$ cat src/rtl/imem_boot_loader_if.sv
// ---------------------------------------------------------------------------
// imem_boot_loader_if
// Bundles the byte stream from the UART receiver, the instruction memory
// write port and the core control/status lines that connect to the boot
// loader.
//   rx_valid  : one-cycle strobe per received byte
//   rx_data   : received byte, valid with rx_valid
//   imem_we   : instruction memory write enable (one-cycle pulse)
//   imem_addr : instruction memory word address
//   imem_wd   : instruction memory write data
//   core_rst  : holds the core and its PC in reset while high
//   done      : image loaded and checksum verified
//   err       : load failed
// Modports:
//   master : the boot loader (consumes bytes, drives memory port and status)
//   slave  : the surrounding system (supplies bytes, observes the rest)
// ---------------------------------------------------------------------------
interface imem_boot_loader_if #(
    parameter int ADDR_W = 10
);
    logic              rx_valid;
    logic [7:0]        rx_data;
    logic              imem_we;
    logic [ADDR_W-1:0] imem_addr;
    logic [31:0]       imem_wd;
    logic              core_rst;
    logic              done;
    logic              err;

    modport master (
        input  rx_valid, rx_data,
        output imem_we, imem_addr, imem_wd, core_rst, done, err
    );

    modport slave (
        output rx_valid, rx_data,
        input  imem_we, imem_addr, imem_wd, core_rst, done, err
    );
endinterface

$ cat src/rtl/imem_boot_loader.sv
// ---------------------------------------------------------------------------
// imem_boot_loader
// Receives a program image as a byte stream and writes it, one 32-bit word
// at a time, into the instruction memory. The core is kept in reset until a
// complete image with a matching XOR checksum has been written.
// Frame: MAGIC, CNT_LO, CNT_HI, CNT little-endian words, CSUM (XOR of the
// payload bytes only).
// Ports:
//   CLK : clock
//   RST : asynchronous active-high reset
//   bus : imem_boot_loader_if master (byte stream in, imem write port and
//         core_rst/done/err out)
// ---------------------------------------------------------------------------
module imem_boot_loader #(
    parameter int          ADDR_W      = 10,
    parameter int          MAX_WORDS   = 1024,
    parameter int          TIMEOUT_CYC = 100000,
    parameter logic [7:0]  MAGIC       = 8'hA5
) (
    input  logic               CLK,
    input  logic               RST,
    imem_boot_loader_if.master bus
);
    // One extra bit so that a count of exactly MAX_WORDS does not wrap.
    localparam int IDX_W = ADDR_W + 1;
    localparam int TMO_W = $clog2(TIMEOUT_CYC + 1);
    localparam logic [TMO_W-1:0] TMO_LAST = TMO_W'(TIMEOUT_CYC - 1);
    localparam logic [16:0]      MAX_N    = 17'(MAX_WORDS);

    typedef enum logic [2:0] {
        S_IDLE, S_LEN0, S_LEN1, S_DATA, S_CSUM, S_DONE, S_ERR
    } state_t;

    state_t            state_q;
    logic [7:0]        cnt_lo_q;
    logic [IDX_W-1:0]  n_q;
    logic [IDX_W-1:0]  idx_q;
    logic [1:0]        bcnt_q;
    logic [31:0]       word_q;
    logic [7:0]        acc_q;
    logic [TMO_W-1:0]  tmo_q;
    logic              we_q;
    logic [ADDR_W-1:0] addr_q;
    logic [31:0]       wd_q;
    logic              core_rst_q;
    logic              done_q;
    logic              err_q;

    logic [31:0]       word_d;
    logic [7:0]        acc_d;
    logic [15:0]       n_d;
    logic              tmo_active;
    logic              tmo_fire;
    logic              last_word;

    always_comb begin
        // Bytes shift in from the top so the first byte ends up in [7:0].
        word_d     = {bus.rx_data, word_q[31:8]};
        acc_d      = acc_q ^ bus.rx_data;
        n_d        = {bus.rx_data, cnt_lo_q};
        tmo_active = (state_q == S_LEN0) || (state_q == S_LEN1) ||
                     (state_q == S_DATA) || (state_q == S_CSUM);
        tmo_fire   = tmo_active && (tmo_q == TMO_LAST);
        last_word  = (idx_q == (n_q - IDX_W'(1)));
    end

    always_ff @(posedge CLK or posedge RST) begin
        if (RST) begin
            state_q    <= S_IDLE;
            cnt_lo_q   <= '0;
            n_q        <= '0;
            idx_q      <= '0;
            bcnt_q     <= '0;
            word_q     <= '0;
            acc_q      <= '0;
            tmo_q      <= '0;
            we_q       <= 1'b0;
            addr_q     <= '0;
            wd_q       <= '0;
            core_rst_q <= 1'b1;
            done_q     <= 1'b0;
            err_q      <= 1'b0;
        end else begin
            we_q <= 1'b0;

            if (!tmo_active || bus.rx_valid)
                tmo_q <= '0;
            else
                tmo_q <= tmo_q + 1'b1;

            // A timeout takes priority: a byte arriving on the same edge is dropped.
            if (tmo_fire) begin
                state_q <= S_ERR;
                err_q   <= 1'b1;
                tmo_q   <= '0;
            end else if (bus.rx_valid) begin
                case (state_q)
                    S_IDLE: begin
                        if (bus.rx_data == MAGIC) begin
                            state_q <= S_LEN0;
                            idx_q   <= '0;
                            bcnt_q  <= '0;
                            acc_q   <= '0;
                        end
                    end
                    S_LEN0: begin
                        cnt_lo_q <= bus.rx_data;
                        state_q  <= S_LEN1;
                    end
                    S_LEN1: begin
                        if ({1'b0, n_d} > MAX_N) begin
                            state_q <= S_ERR;
                            err_q   <= 1'b1;
                        end else if (n_d == 16'd0) begin
                            state_q <= S_CSUM;
                        end else begin
                            n_q     <= IDX_W'(n_d);
                            state_q <= S_DATA;
                        end
                    end
                    S_DATA: begin
                        word_q <= word_d;
                        acc_q  <= acc_d;
                        bcnt_q <= bcnt_q + 2'd1;
                        if (bcnt_q == 2'd3) begin
                            we_q   <= 1'b1;
                            addr_q <= idx_q[ADDR_W-1:0];
                            wd_q   <= word_d;
                            idx_q  <= idx_q + IDX_W'(1);
                            if (last_word)
                                state_q <= S_CSUM;
                        end
                    end
                    S_CSUM: begin
                        if (bus.rx_data == acc_q) begin
                            state_q    <= S_DONE;
                            done_q     <= 1'b1;
                            core_rst_q <= 1'b0;
                        end else begin
                            state_q <= S_ERR;
                            err_q   <= 1'b1;
                        end
                    end
                    S_DONE: ; // only RST leaves DONE
                    S_ERR: begin
                        if (bus.rx_data == MAGIC) begin
                            state_q <= S_LEN0;
                            err_q   <= 1'b0;
                            idx_q   <= '0;
                            bcnt_q  <= '0;
                            acc_q   <= '0;
                        end
                    end
                    default: state_q <= S_IDLE;
                endcase
            end
        end
    end

    assign bus.imem_we   = we_q;
    assign bus.imem_addr = addr_q;
    assign bus.imem_wd   = wd_q;
    assign bus.core_rst  = core_rst_q;
    assign bus.done      = done_q;
    assign bus.err       = err_q;
endmodule

$ cat src/flat_wrapper.sv
// flat-port wrapper written by rule: the top's interface ports become plain ports
module imem_boot_loader_flat 
#(
    parameter int          ADDR_W      = 10,
    parameter int          MAX_WORDS   = 1024,
    parameter int          TIMEOUT_CYC = 100000,
    parameter logic [7:0]  MAGIC       = 8'hA5
)
  (CLK, RST, bus_rx_valid, bus_rx_data, bus_imem_we, bus_imem_addr, bus_imem_wd, bus_core_rst, bus_done, bus_err);
  imem_boot_loader_if #(.ADDR_W(ADDR_W)) bus_i ();
  input  logic CLK;
  input  logic RST;
  input wire logic [$bits(bus_i.rx_valid)-1:0] bus_rx_valid;
  input wire logic [$bits(bus_i.rx_data)-1:0] bus_rx_data;
  output wire logic [$bits(bus_i.imem_we)-1:0] bus_imem_we;
  output wire logic [$bits(bus_i.imem_addr)-1:0] bus_imem_addr;
  output wire logic [$bits(bus_i.imem_wd)-1:0] bus_imem_wd;
  output wire logic [$bits(bus_i.core_rst)-1:0] bus_core_rst;
  output wire logic [$bits(bus_i.done)-1:0] bus_done;
  output wire logic [$bits(bus_i.err)-1:0] bus_err;
  assign bus_i.rx_valid = bus_rx_valid;
  assign bus_i.rx_data = bus_rx_data;
  assign bus_imem_we = bus_i.imem_we;
  assign bus_imem_addr = bus_i.imem_addr;
  assign bus_imem_wd = bus_i.imem_wd;
  assign bus_core_rst = bus_i.core_rst;
  assign bus_done = bus_i.done;
  assign bus_err = bus_i.err;
  imem_boot_loader #(.ADDR_W(ADDR_W), .MAX_WORDS(MAX_WORDS), .TIMEOUT_CYC(TIMEOUT_CYC), .MAGIC(MAGIC)) u_core (.CLK(CLK), .RST(RST), .bus(bus_i));
endmodule
$ cat config.mk
export PLATFORM = sky130hd
export DESIGN_NAME = imem_boot_loader_flat
export DESIGN_NICKNAME = d
export VERILOG_FILES = /design/src/rtl/imem_boot_loader_if.sv /design/src/rtl/imem_boot_loader.sv /design/src/flat_wrapper.sv
export SDC_FILE = /design/constraint.sdc
export NUM_CORES = 1
export LEC_CHECK = 0
export CAP_MARGIN = 10
export CORE_UTILIZATION = 40
export DETAILED_ROUTE_END_ITERATION = 10
export DONT_BUFFER_PORTS = 1
export GPL_ROUTABILITY_DRIVEN = 0
export GPL_TIMING_DRIVEN = 0
export HOLD_SLACK_MARGIN = 0.1
export PLACE_DENSITY = 0.56
export SLEW_MARGIN = 20
export SYNTH_ARGS = -nofsm -noshare
export SYNTH_HDL_FRONTEND = slang
export SYNTH_SLANG_ARGS = --single-unit
export TNS_END_PERCENT = 30
$ cat constraint.sdc
create_clock -name CLK -period 5.75 [get_ports CLK]
set_input_delay 1.4375 -clock CLK [delete_from_list [all_inputs] [get_ports CLK]]
set_output_delay 1.4375 -clock CLK [all_outputs]
set_load 0.01 [all_outputs]
; ---- After elaboration in Yosys (flattened, before gate mapping)
; Cells that the tools add are included.
[op_classes]
addsub = 4
magnitude_cmp = 1
eq_ne = 20
muxes = 28
bitwise = 4
n_reduce_logical = 21
[op_table]
columns = cell, n
row1 = $mux W17, 2
row2 = $mux W11, 2
row3 = $pmux W11 S2, 1
row4 = $mux W3, 7
row5 = $reduce_and A5 Y1, 4
row6 = $pmux W3 S6, 1
row7 = $add A17 B1 Y17 const B, 1
row8 = $eq A17 B17 Y1 const B, 1
row9 = $gt A16 B11 Y1 const B, 1
row10 = $logic_not A16 Y1, 1
row11 = $pmux W8 S2, 1
row12 = $reduce_and A4 Y1, 3
row13 = $add A11 B1 Y11 const B, 1
row14 = $eq A11 B11 Y1, 1
row15 = $sub A11 B1 Y11 const B, 1
row16 = $eq A3 B3 Y1 const B, 3
row17 = $mux W1, 9
row18 = $ne A3 B1 Y1 const B, 3
row19 = $ne A3 B2 Y1 const B, 3
row20 = $eq A8 B8 Y1, 1
row21 = $eq A8 B8 Y1 const B, 1
row22 = $mux W8, 1
row23 = $xor A8 B8 Y8, 1
row24 = $eq A3 B2 Y1 const B, 2
row25 = other kinds (17), 26
[word_totals]
register_bits = 138
input_bits = 11
output_inout_bits = 46
word_cells = 92

; ---- Longest topological paths before layout
; Gate-level depths: netlist of the first run.
[logic_depth]
word_depth = 8
ltp_mapped = 11
depth_no_buf = 9

; ---- Worst setup path after synthesis of the first run
; Ideal clock, no wire load.
[synth_timing]
kind = input port to flip-flop
startpoint = in bus_rx_data[0]
endpoint = reg u_core.n_q[0]
setup_ns = 0.125
t_arrival_ns = 3.076
required_time_ns = 5.625
slack_ns = 2.549
cell_stages = 8
path_buffers = 2
path_cell_list = clkbuf_1 > nor4_1 > nand3_1 > or2_2 > o2111ai_1 > nor2_1 > buf_1 > mux2_2
[synth_via]
elab_chain_len = 3
elab_cells_between_ends = 5
cone_classes = order compare (1) / bitwise (2) / reduce/logical (2)
[synth_rtl]
columns = element, line
row1 = start: declaration, flat_wrapper.sv:14  ; input wire logic [$bits(bus_i.rx_data)-1:0] bus_rx_data;
row2 = $gt A16 B11 Y1 or $logic_not A16 Y1 (tied branches), "imem_boot_loader.sv:111, imem_boot_loader.sv:114"
row3 = $not A1 Y1 (no source line), --
row4 = $reduce_and A5 Y1 (no source line) (*), --
row5 = end signal: assignment, imem_boot_loader.sv:117  ; n_q <= IDX_W'(n_d);
row6 = end: declaration, imem_boot_loader.sv:36  ; logic [IDX_W-1:0] n_q;
; Mark *: on every way between the ends. The rest lies on a longest branch, timed or not.
; A chain may end at the register's enable or synchronous reset.

; ---- Worst setup path after layout of the first run
[layout_timing]
startpoint = reg u_core.n_q[0]
endpoint = reg u_core.state_q[1]
[layout_via]
elab_chain_len = 4
[layout_rtl]
columns = element, line
row1 = $sub A11 B1 Y11, imem_boot_loader.sv:64  ; last_word = (idx_q == (n_q - IDX_W'(1)));
row2 = $eq A11 B11 Y1, imem_boot_loader.sv:64
row3 = $ne A3 B1 Y1 (no source line), --
row4 = $reduce_and A5 Y1 (no source line), --
row5 = end signal: assignment, imem_boot_loader.sv:69  ; state_q <= S_IDLE;
row6 = end signal: assignment, imem_boot_loader.sv:93  ; state_q <= S_ERR;
row7 = end signal: assignment, imem_boot_loader.sv:100  ; state_q <= S_LEN0;
row8 = end: declaration, imem_boot_loader.sv:34  ; state_t state_q;
; Every way passes these cells.

==> impl_summary.txt, run 1 <==
----------------------------------------------------
[Floorplanning]
  Floorplan die height ... 125.4 um
  Floorplan Core Area ... 14700 um^2
  Cell row count ... 44
  Top Ports ... 57
  Die span in x ... 125.4 um
  Die area ... 15720 um^2
  Initial Utilization ... 0.4142

[Worst setup path]
  Category of the worst setup path launch point ... flip-flop
  Crit Path Max Fanout ... 7
  End of the worst register-to-register path ... u_core.state_q[1]
  Worst Reg-to-Reg Cells ... 10
  Setup slack of the most critical reg-to-reg path ... 2.52 ns
  Required time of the critical path ... 6.04 ns
  Reg-to-Reg Start ... u_core.n_q[0]
  Crit Path Category ... reg -> reg
  Endpoint class of the critical path ... flip-flop
  Arr. time, crit path ... 3.52 ns

[Synth]
  Post-synthesis compound-gate area fraction ... 0.09248
  Fraction of the mapped netlist area in adder cells ... 0.008220
  Simple-gate portion of the synthesized area ... 0.1755
  Post-synthesis cell count ... 589
  Fraction of registers with async set/reset ... 1.000
  Synth Register Bits ... 130
  Xor/xnor cell area share of the yosys netlist ... 0.04891
  Largest family of logic cells by synthesized area ... simple AND/OR/NAND/NOR gates
  EDFF count, synth ... 0
  Primary FF master, synth ... sky130_fd_sc_hd__dfrtp_1
  Count of warnings emitted by yosys ... 0
  Count of distinct cell types in the synthesized netlist ... 61
  Proportion of synthesized area in mux cells ... 0.1128
  Total standard cell area after synthesis ... 6088 um^2
  Sequential fraction of the synthesis area ... 0.5345
  Number of nets in the synthesized netlist ... 604
  Post-synthesis average cell area ... 10.34 um^2

[Timing]
  Slew Limit Fails ... 0
  Summed negative setup slack over all endpoints ... 0 ns
  Final Hold Vio Count ... 0
  Worst relative slew slack ... 0.4925
  Worst setup skew after layout ... 0.008341 ns
  Slew at the pin closest to its max-slew limit ... 0.7550 ns
  Final cycle utilization of the critical path ... 0.5625
  Highest attainable clock frequency ... 309.2 MHz
  Unrepaired setup endpoints after global routing ... false
  Crit path setup slack, layout ... 2.516 ns
  Number of failing setup endpoints in the final timing report ... 0
  Min Clock Period, post-route ... 3.234 ns

[Cells and area]
  Leading cell types in the layout, fill and taps excluded ... 129 x sky130_fd_sc_hd__dfrtp_1, 102 x sky130_fd_sc_hd__nand2_1, 47 x sky130_fd_sc_hd__o21ai_0, 46 x sky130_fd_sc_hd__nor2_1, 41 x sky130_fd_sc_hd__mux2_1
  Synth-to-Final Area Change ... 14.14%
  Final non-filler cell area ... 6949 um^2
  Final Net Count ... 624
  Antenna cell count ... 0
  Post-layout instance count excluding filler cells ... 806
  Number of inserted filler cells in the final layout ... 1355
  Most frequent standard cell in the layout excluding fill and tap cells ... sky130_fd_sc_hd__dfrtp_1
  Proportion of layout cells with a drive suffix above 1 ... 0.1206
  Area of combinational cells with multiple inputs ... 2666 um^2
  Sequential cell area ... 3254 um^2

[Routing]
  Total length of routed wires ... 13.31 mm
  Vias per std cell ... 5.448
  First-pass detailed-route iteration total ... 7
  Residual DRC count ... 3
  DR WL/cell ... 16.52 um
  Final antenna-violating net count ... 0
  Number of violations reported at the end of detailed-routing iteration 0 ... 425
  Total via count in the routed design ... 4391

[Clock tree]
  Clock Path Buffers ... 2
  Later-pin clock latency in the skew report ... 0.41 ns
  Post-CTS Setup Bufs ... 0
  Clock transition at the registers of the reported paths ... 0.06 ns
  Root Driver ... sky130_fd_sc_hd__clkbuf_16
  Quantity of gates resized following cts ... 0
  Hold_buf cts ... 0
  Sinks on Clock Net ... 130
  Number of buffers added by the clock tree synthesis step ... 17
  H-Tree Depth ... 4
  Clock tree from TritonCTS ... yes

[GRT]
  Pin count of the biggest net entering global routing ... 90
  Tot GR Track Use ... 0.1846
  Global-route wire length before repair ... 22.60 mm
  Number of global-route vias before repair ... 4440
  Total congestion overflow ... 0
  Number of antenna violations at the first check in global routing ... 0

[Placed design]
  Port bufs ... 0
  Area after detailed placement ... 6354 um^2
  Post-Place Cells ... 774
  Post-DP HPWL ... 9.395 mm
  Worst slack at placement ... 2.154 ns

[Hold path]
  Worst hold path startpoint ... u_core.word_q[9]
  Worst min path class ... reg -> reg
  Worst Hold Path Cells ... 2
  Destination of the worst hold path ... u_core.word_q[9]

[Power and ir drop]
  Final Power ... 0.002925 W
  Worst IR drop on VDD ... 0.2252 mV
  Total power density per cell area ... 420.9 nW/um^2
  Total leakage power ... 3.311 nW

[Outcome]
  Outcome ... finished, violations left
  Violations in the final reports ... design-rule violations

[Flow run]
  Max-cap violations ... 0

----------------------------------------------------
==> kinds of logic after synthesis <==
group | Yosys count
simple gates | 230
fa+ha+maj | 4
compound gates | 90
mux | 61
flops | 130
xor+xnor | 34
buf+inv | 40
==> cell usage after synthesis (all sizes together), types with 3 or more instances <==
cell      n  area, um^2
dfrtp   129        3228
nand2   103       389.1
mux2     61       686.9
o21ai    48       240.2
nor2     46       172.7
nand3    20       100.1
xor2     20       175.2
clkbuf   19       71.32
xnor2    14       122.6
and3     11       68.82
buf      11       58.81
a21oi    10       50.05
inv      10       37.53
nor3      9       50.05
nand4     8       50.05
nor4      7       50.05
nor2b     6       37.54
a31oi     5       31.28
ha        4       50.05
or2       4       25.02
o211ai    3       22.52
or3       3       18.77
==> metal layers <==
| metal | vias to the layer above | share of wire | GRT usage | routed length, um |
|---|---|---|---|---|
| met1 | 2174 | 0.47 | 0.2503 | 6260 |
| met5 | - | 0 | 0 | 0 |
| met4 | 0 | 0.019 | 0.07317 | 256 |
| li1 | 2085 | - | - | - |
| met3 | 17 | 0.063 | 0.05178 | 837 |
| met2 | 115 | 0.45 | 0.2800 | 5960 |
==> metrics by stage <==
step                hold WS, ns  utilization
floorplan                0.4418            -
global placement         0.4568       0.4299
detailed placement       0.4587       0.4322
CTS                      0.4728       0.4728
global route             0.5070       0.4728
finish                   0.4748       0.4728
==> worst max path at each step <==
stage              startpoint                endpoint  cells past startpoint
4_1_cts         u_core.n_q[0]       u_core.state_q[1]                     10
3_5_place_dp   bus_rx_data[0]           u_core.n_q[2]                      8
3_3_place_gp              RST  u_core.bus.imem_wd[27]                      1
2_1_floorplan             RST         u_core.acc_q[0]                      1
5_1_grt         u_core.n_q[0]       u_core.state_q[1]                     10
6_report        u_core.n_q[0]       u_core.state_q[1]                     10
==> registers in the layout, summed over array words and instances (netlist names), 8 cells and up <==
name / count
u_core.acc_q: 8
u_core.bus.imem_addr: 10
u_core.bus.imem_wd: 32
u_core.cnt_lo_q: 8
u_core.idx_q: 11
u_core.n_q: 11
u_core.tmo_q: 17
u_core.word_q: 24
==> critical path: stages (launching register included) <==
cell,delay (ns)
sky130_fd_sc_hd__dfrtp_1,0.47
sky130_fd_sc_hd__inv_1,0.10
sky130_fd_sc_hd__ha_1,0.29
sky130_fd_sc_hd__or3b_1,0.36
sky130_fd_sc_hd__buf_2,0.16
sky130_fd_sc_hd__nor3_2,0.19
sky130_fd_sc_hd__a22oi_1,0.10
sky130_fd_sc_hd__o311a_1,0.33
sky130_fd_sc_hd__a2111oi_2,0.51
sky130_fd_sc_hd__a41o_1,0.29
sky130_fd_sc_hd__mux2_1,0.32
==> report_power, final <==
group / internal (W) / switching (W)
Combinational: 0.000236 / 0.000321
Clock: 0.000699 / 0.000376
Sequential: 0.00111 / 0.000181
==> area by class of cell <==
class	instances	area share
sequential	130	0.4683
multi-input combinational	419	0.3837
clock buffer	21	0.06626
tap	184	0.03313
clock inverter	11	0.01945
buffer	30	0.01873
inverter	10	0.006482
timing repair buffer	1	0.003961
(Power assumes the default switching activity.)
==> inputs of run 2 (changes only) <==
--- a/config.mk
+++ b/config.mk
@@ -5,6 +5,7 @@
 export SDC_FILE = /design/constraint.sdc
 export NUM_CORES = 1
 export LEC_CHECK = 0
+export ABC_AREA = 1
 export CAP_MARGIN = 10
 export CORE_UTILIZATION = 40
 export DETAILED_ROUTE_END_ITERATION = 10
==> constraint.sdc (replaced) <==
create_clock -name CLK -period 3.2 [get_ports CLK]
set_input_delay 0.8 -clock CLK [delete_from_list [all_inputs] [get_ports CLK]]
set_output_delay 0.8 -clock CLK [all_outputs]
set_load 0.01 [all_outputs]
==> impl_summary.txt, run 2 <==
----------------------------------------------------
[Outcome]
  Outcome ... finished, final reports clean

[Timing]
  Highest attainable clock frequency ... 446.2 MHz (+44%)
  Final cycle utilization of the critical path ... 0.7003 (+0.1378)
  Summed negative setup slack over all endpoints ... 0 ns (unchanged)
  Final Hold Vio Count ... 0 (unchanged)
  Number of failing setup endpoints in the final timing report ... 0 (unchanged)
  Slew at the pin closest to its max-slew limit ... 0.4523 ns (-0.3026 ns)
  Min Clock Period, post-route ... 2.241 ns (-0.9933 ns)
  Unrepaired setup endpoints after global routing ... false
  Slew Limit Fails ... 0 (unchanged)
  Worst relative slew slack ... 0.6984 (+0.2059)
  Worst setup skew after layout ... 0.008855 ns (+0.0005136 ns)

[Floorplanning]
  Floorplan die height ... 126.5 um (+0.87%)
  Floorplan Core Area ... 15150 um^2 (+3.0%)
  Top Ports ... 57 (unchanged)
  Die area ... 15990 um^2 (+1.7%)
  Die span in x ... 126.5 um (+0.87%)
  Cell row count ... 45 (+2.3%)
  Initial Utilization ... 0.4091 (-0.005111)

[Clock tree]
  Number of buffers added by the clock tree synthesis step ... 17 (unchanged)
  Clock tree from TritonCTS ... yes
  Clock transition at the registers of the reported paths ... 0.06 ns (about the same)
  Hold_buf cts ... 0 (unchanged)
  H-Tree Depth ... 4 (unchanged)
  Sinks on Clock Net ... 130 (unchanged)
  Post-CTS Setup Bufs ... 0 (unchanged)
  Clock Path Buffers ... 2 (unchanged)
  Quantity of gates resized following cts ... 0 (unchanged)
  Later-pin clock latency in the skew report ... 0.41 ns (about the same)
  Root Driver ... sky130_fd_sc_hd__clkbuf_16

[Power and ir drop]
  Fraction of power consumed by combinational cells ... 0.245 (+0.055)
  Worst IR drop on VDD ... 0.4405 mV (+96%)
  Register share of total power ... 0.415 (-0.027)
  Switching share of power ... 0.3483 (+0.04822)
  Clk network pwr share ... 0.340 (-0.028)
  Total power density per cell area ... 746.3 nW/um^2 (+77%)
  Total leakage power ... 3.377 nW (+2.0%)
  Total internal power ... 0.003434 W (+68%)
  Switching power of the nets ... 0.001835 W (+110%)

[Worst setup path]
  Category of the worst setup path launch point ... flip-flop
  Crit Path Max Fanout ... 5 (-2)
  Cell-by-cell listing of the critical path ... inv_1, ha_1, nand2_1, nor2_1, nand2_1, a21oi_1, nand3_1, nor2_1, nand3_1, nand2_1, nand2_1, nand2_1, nand2_1, nand2_1, nand2_1
  Arr. time, crit path ... 2.54 ns (-0.98 ns)
  Crit Path Category ... reg -> reg
  Endpoint class of the critical path ... flip-flop
  Cell type of the slowest stage on the worst timing path ... sky130_fd_sc_hd__dfrtp_1
  Critical path's largest stage delay ... 0.44 ns (-0.07 ns)
  Reg-to-Reg Start ... u_core.n_q[0]
  Required time of the critical path ... 3.50 ns (-2.54 ns)
  Top cell by count, worst path ... sky130_fd_sc_hd__nand2_1
  Top cell family by delay on the critical path ... simple AND/OR/NAND/NOR gates
  Number of buffers and inverters on the critical path ... 1 (-1)
  Launching instance or port of the critical path ... u_core.n_q[0]

[Cells and area]
  Number of inserted filler cells in the final layout ... 1465 (+8.1%)
  Synth-to-Final Area Change ... 13.93%
  Final Net Count ... 774 (+24%)
  Antenna cell count ... 0 (unchanged)
  Post-layout instance count excluding filler cells ... 960 (+19%)
  Proportion of layout cells with a drive suffix above 1 ... 0.1153 (-0.005294)
  Most frequent standard cell in the layout excluding fill and tap cells ... sky130_fd_sc_hd__nand2_1
  Largest register FFs ... 32 (unchanged)
  Leading cell types in the layout, fill and taps excluded ... 208 x sky130_fd_sc_hd__nand2_1, 129 x sky130_fd_sc_hd__dfrtp_1, 75 x sky130_fd_sc_hd__inv_1, 57 x sky130_fd_sc_hd__o21ai_1, 52 x sky130_fd_sc_hd__nor2_1
  Final non-filler cell area ... 7059 um^2 (+1.6%)

[Synth]
  Post-synthesis average cell area ... 8.418 um^2 (-19%)
  Post-synth top cells ... 208 x sky130_fd_sc_hd__nand2_1, 129 x sky130_fd_sc_hd__dfrtp_1, 76 x sky130_fd_sc_hd__inv_1
  Post-synthesis cell count ... 736 (+25%)
  Cell taking the most area after synthesis ... sky130_fd_sc_hd__dfrtp_1
  Number of nets in the synthesized netlist ... 751 (+24%)
  Total standard cell area after synthesis ... 6196 um^2 (+1.8%)
  Count of distinct cell types in the synthesized netlist ... 41 (-33%)
  EDFF count, synth ... 0 (unchanged)
  Largest cells by area after synthesis ... sky130_fd_sc_hd__dfrtp_1 52%, sky130_fd_sc_hd__nand2_1 13%, sky130_fd_sc_hd__o21ai_1 4.6%
  Fraction of registers with async set/reset ... 1.000 (unchanged)
  Count of warnings emitted by yosys ... 0 (unchanged)
  Top-count cell post-synth ... sky130_fd_sc_hd__nand2_1
  Sequential fraction of the synthesis area ... 0.5252 (-0.009283)
  Fraction of post-synthesis cell area in the top cell type by area ... 0.5210 (-0.009208)
  Primary FF master, synth ... sky130_fd_sc_hd__dfrtp_1
  Synth Register Bits ... 130 (unchanged)

[GRT]
  Global-route wire length before repair ... 24.35 mm (+7.7%)
  Tot GR Track Use ... 0.1942 (+0.009629)
  Number of global-route vias before repair ... 4777 (+7.6%)
  Number of antenna violations at the first check in global routing ... 0 (unchanged)
  Total congestion overflow ... 0 (unchanged)
  Pin count of the biggest net entering global routing ... 35 (-61%)

[Placed design]
  Post-Place Cells ... 928 (+20%)
  Port bufs ... 0 (unchanged)
  Post-DP HPWL ... 10.64 mm (+13%)
  Area after detailed placement ... 6515 um^2 (+2.5%)

[Routing]
  Vias per std cell ... 5.084 (-6.7%)
  Total via count in the routed design ... 4881 (+11%)
  Number of violations reported at the end of detailed-routing iteration 0 ... 281 (-34%)
  DR WL/cell ... 15.07 um (-8.8%)
  Final antenna-violating net count ... 0 (unchanged)
  Total length of routed wires ... 14.47 mm (+8.7%)
  First-pass detailed-route iteration total ... 5 (-2)
  Residual DRC count ... 0 (-3)

[Hold path]
  Worst min path class ... in -> async

[Flow run]
  Max-cap violations ... 0 (unchanged)

----------------------------------------------------
## run 2: cell count changes after synthesis, moves of 13 or more
cell / previous run / this run
sky130_fd_sc_hd__nand2_1: 102 / 208
sky130_fd_sc_hd__inv_1: 9 / 76
sky130_fd_sc_hd__o21ai_1: 1 / 57
sky130_fd_sc_hd__mux2_1: 41 / 0
sky130_fd_sc_hd__mux2_2: 20 / 0
sky130_fd_sc_hd__clkbuf_1: 19 / 3
sky130_fd_sc_hd__nand3_1: 20 / 33
## run 2: kinds of logic after synthesis
group,after synthesis,share of synthesized area
AO/OA/AOI/OAI,121,0.1064
XOR/XNOR,21,0.02969
adder cells (fa/ha/maj),4,0.008078
buffers and inverters,109,0.07835
flip-flops,130,0.5252
AND/OR/NAND/NOR,351,0.2522
## run 2: power groups by stage
stage | logic (W) | registers (W) | clock network (W)
2_1_floorplan | 0.00102 | 0.00214 | 0
3_3_place_gp | 0.00125 | 0.00221 | 0
3_5_place_dp | 0.00129 | 0.00221 | 0
4_1_cts | 0.00130 | 0.00219 | 0.00182
5_1_grt | 0.00149 | 0.00223 | 0.00189
6_report | 0.00129 | 0.00219 | 0.00179
## run 2: layout make-up
type                       count  area [um^2]  area share
clock inverter                13        101.3     0.01436
timing repair buffer           4        80.08     0.01134
buffer                        22        158.9     0.02251
inverter                      87        330.3     0.04679
multi-input combinational    497         2456      0.3479
clock buffer                  19        442.9     0.06274
sequential                   130         3254      0.4610
tap                          188        235.2     0.03332
## run 2: final timing paths
path	endpoint	slack, ns	cells after the start
worst min register to register	u_core.tmo_q[0]	0.46	1
max in group asynchronous	u_core.bus.core_rst	2.41	3
worst min-delay path	u_core.tmo_q[11]	0.29	2
min in group CLK	u_core.tmo_q[0]	0.46	1
worst max-delay path	u_core.state_q[0]	0.96	15
worst max register to register	u_core.state_q[0]	0.96	15
## run 2: worst reg2reg max path, delay by kind of cell, from the launching register on
family | cells | cell delay, ns
flip-flops | 1 | 0.44
buffers and inverters | 1 | 0.16
adder cells (fa/ha/maj) | 1 | 0.25
AND/OR/NAND/NOR | 12 | 1.16
AO/OA/AOI/OAI | 1 | 0.12
## run 2: per-stage QoR
stage / power [W] / setup WS [ns] / hold WS [ns] / util
after floorplan: 0.003165 / 0.7916 / 0.4329 / -
after global placement: 0.003458 / 0.1125 / 0.4490 / 0.4249
after detailed placement: 0.003507 / 0.8873 / 0.4544 / 0.4302
after CTS: 0.005304 / 0.9805 / 0.2875 / 0.4661
after global routing: 0.005601 / 0.7066 / 0.2984 / 0.4661
final: 0.005268 / 0.9590 / 0.2904 / 0.4661
## run 2: metal layers
metal | wire length, um | vias up | track usage
met4 | 146 | 0 | 0.06804
met1 | 7047 | 2355 | 0.2656
li1 | - | 2415 | -
met2 | 6685 | 99 | 0.3052
met5 | 0 | - | 0
met3 | 589 | 12 | 0.04175
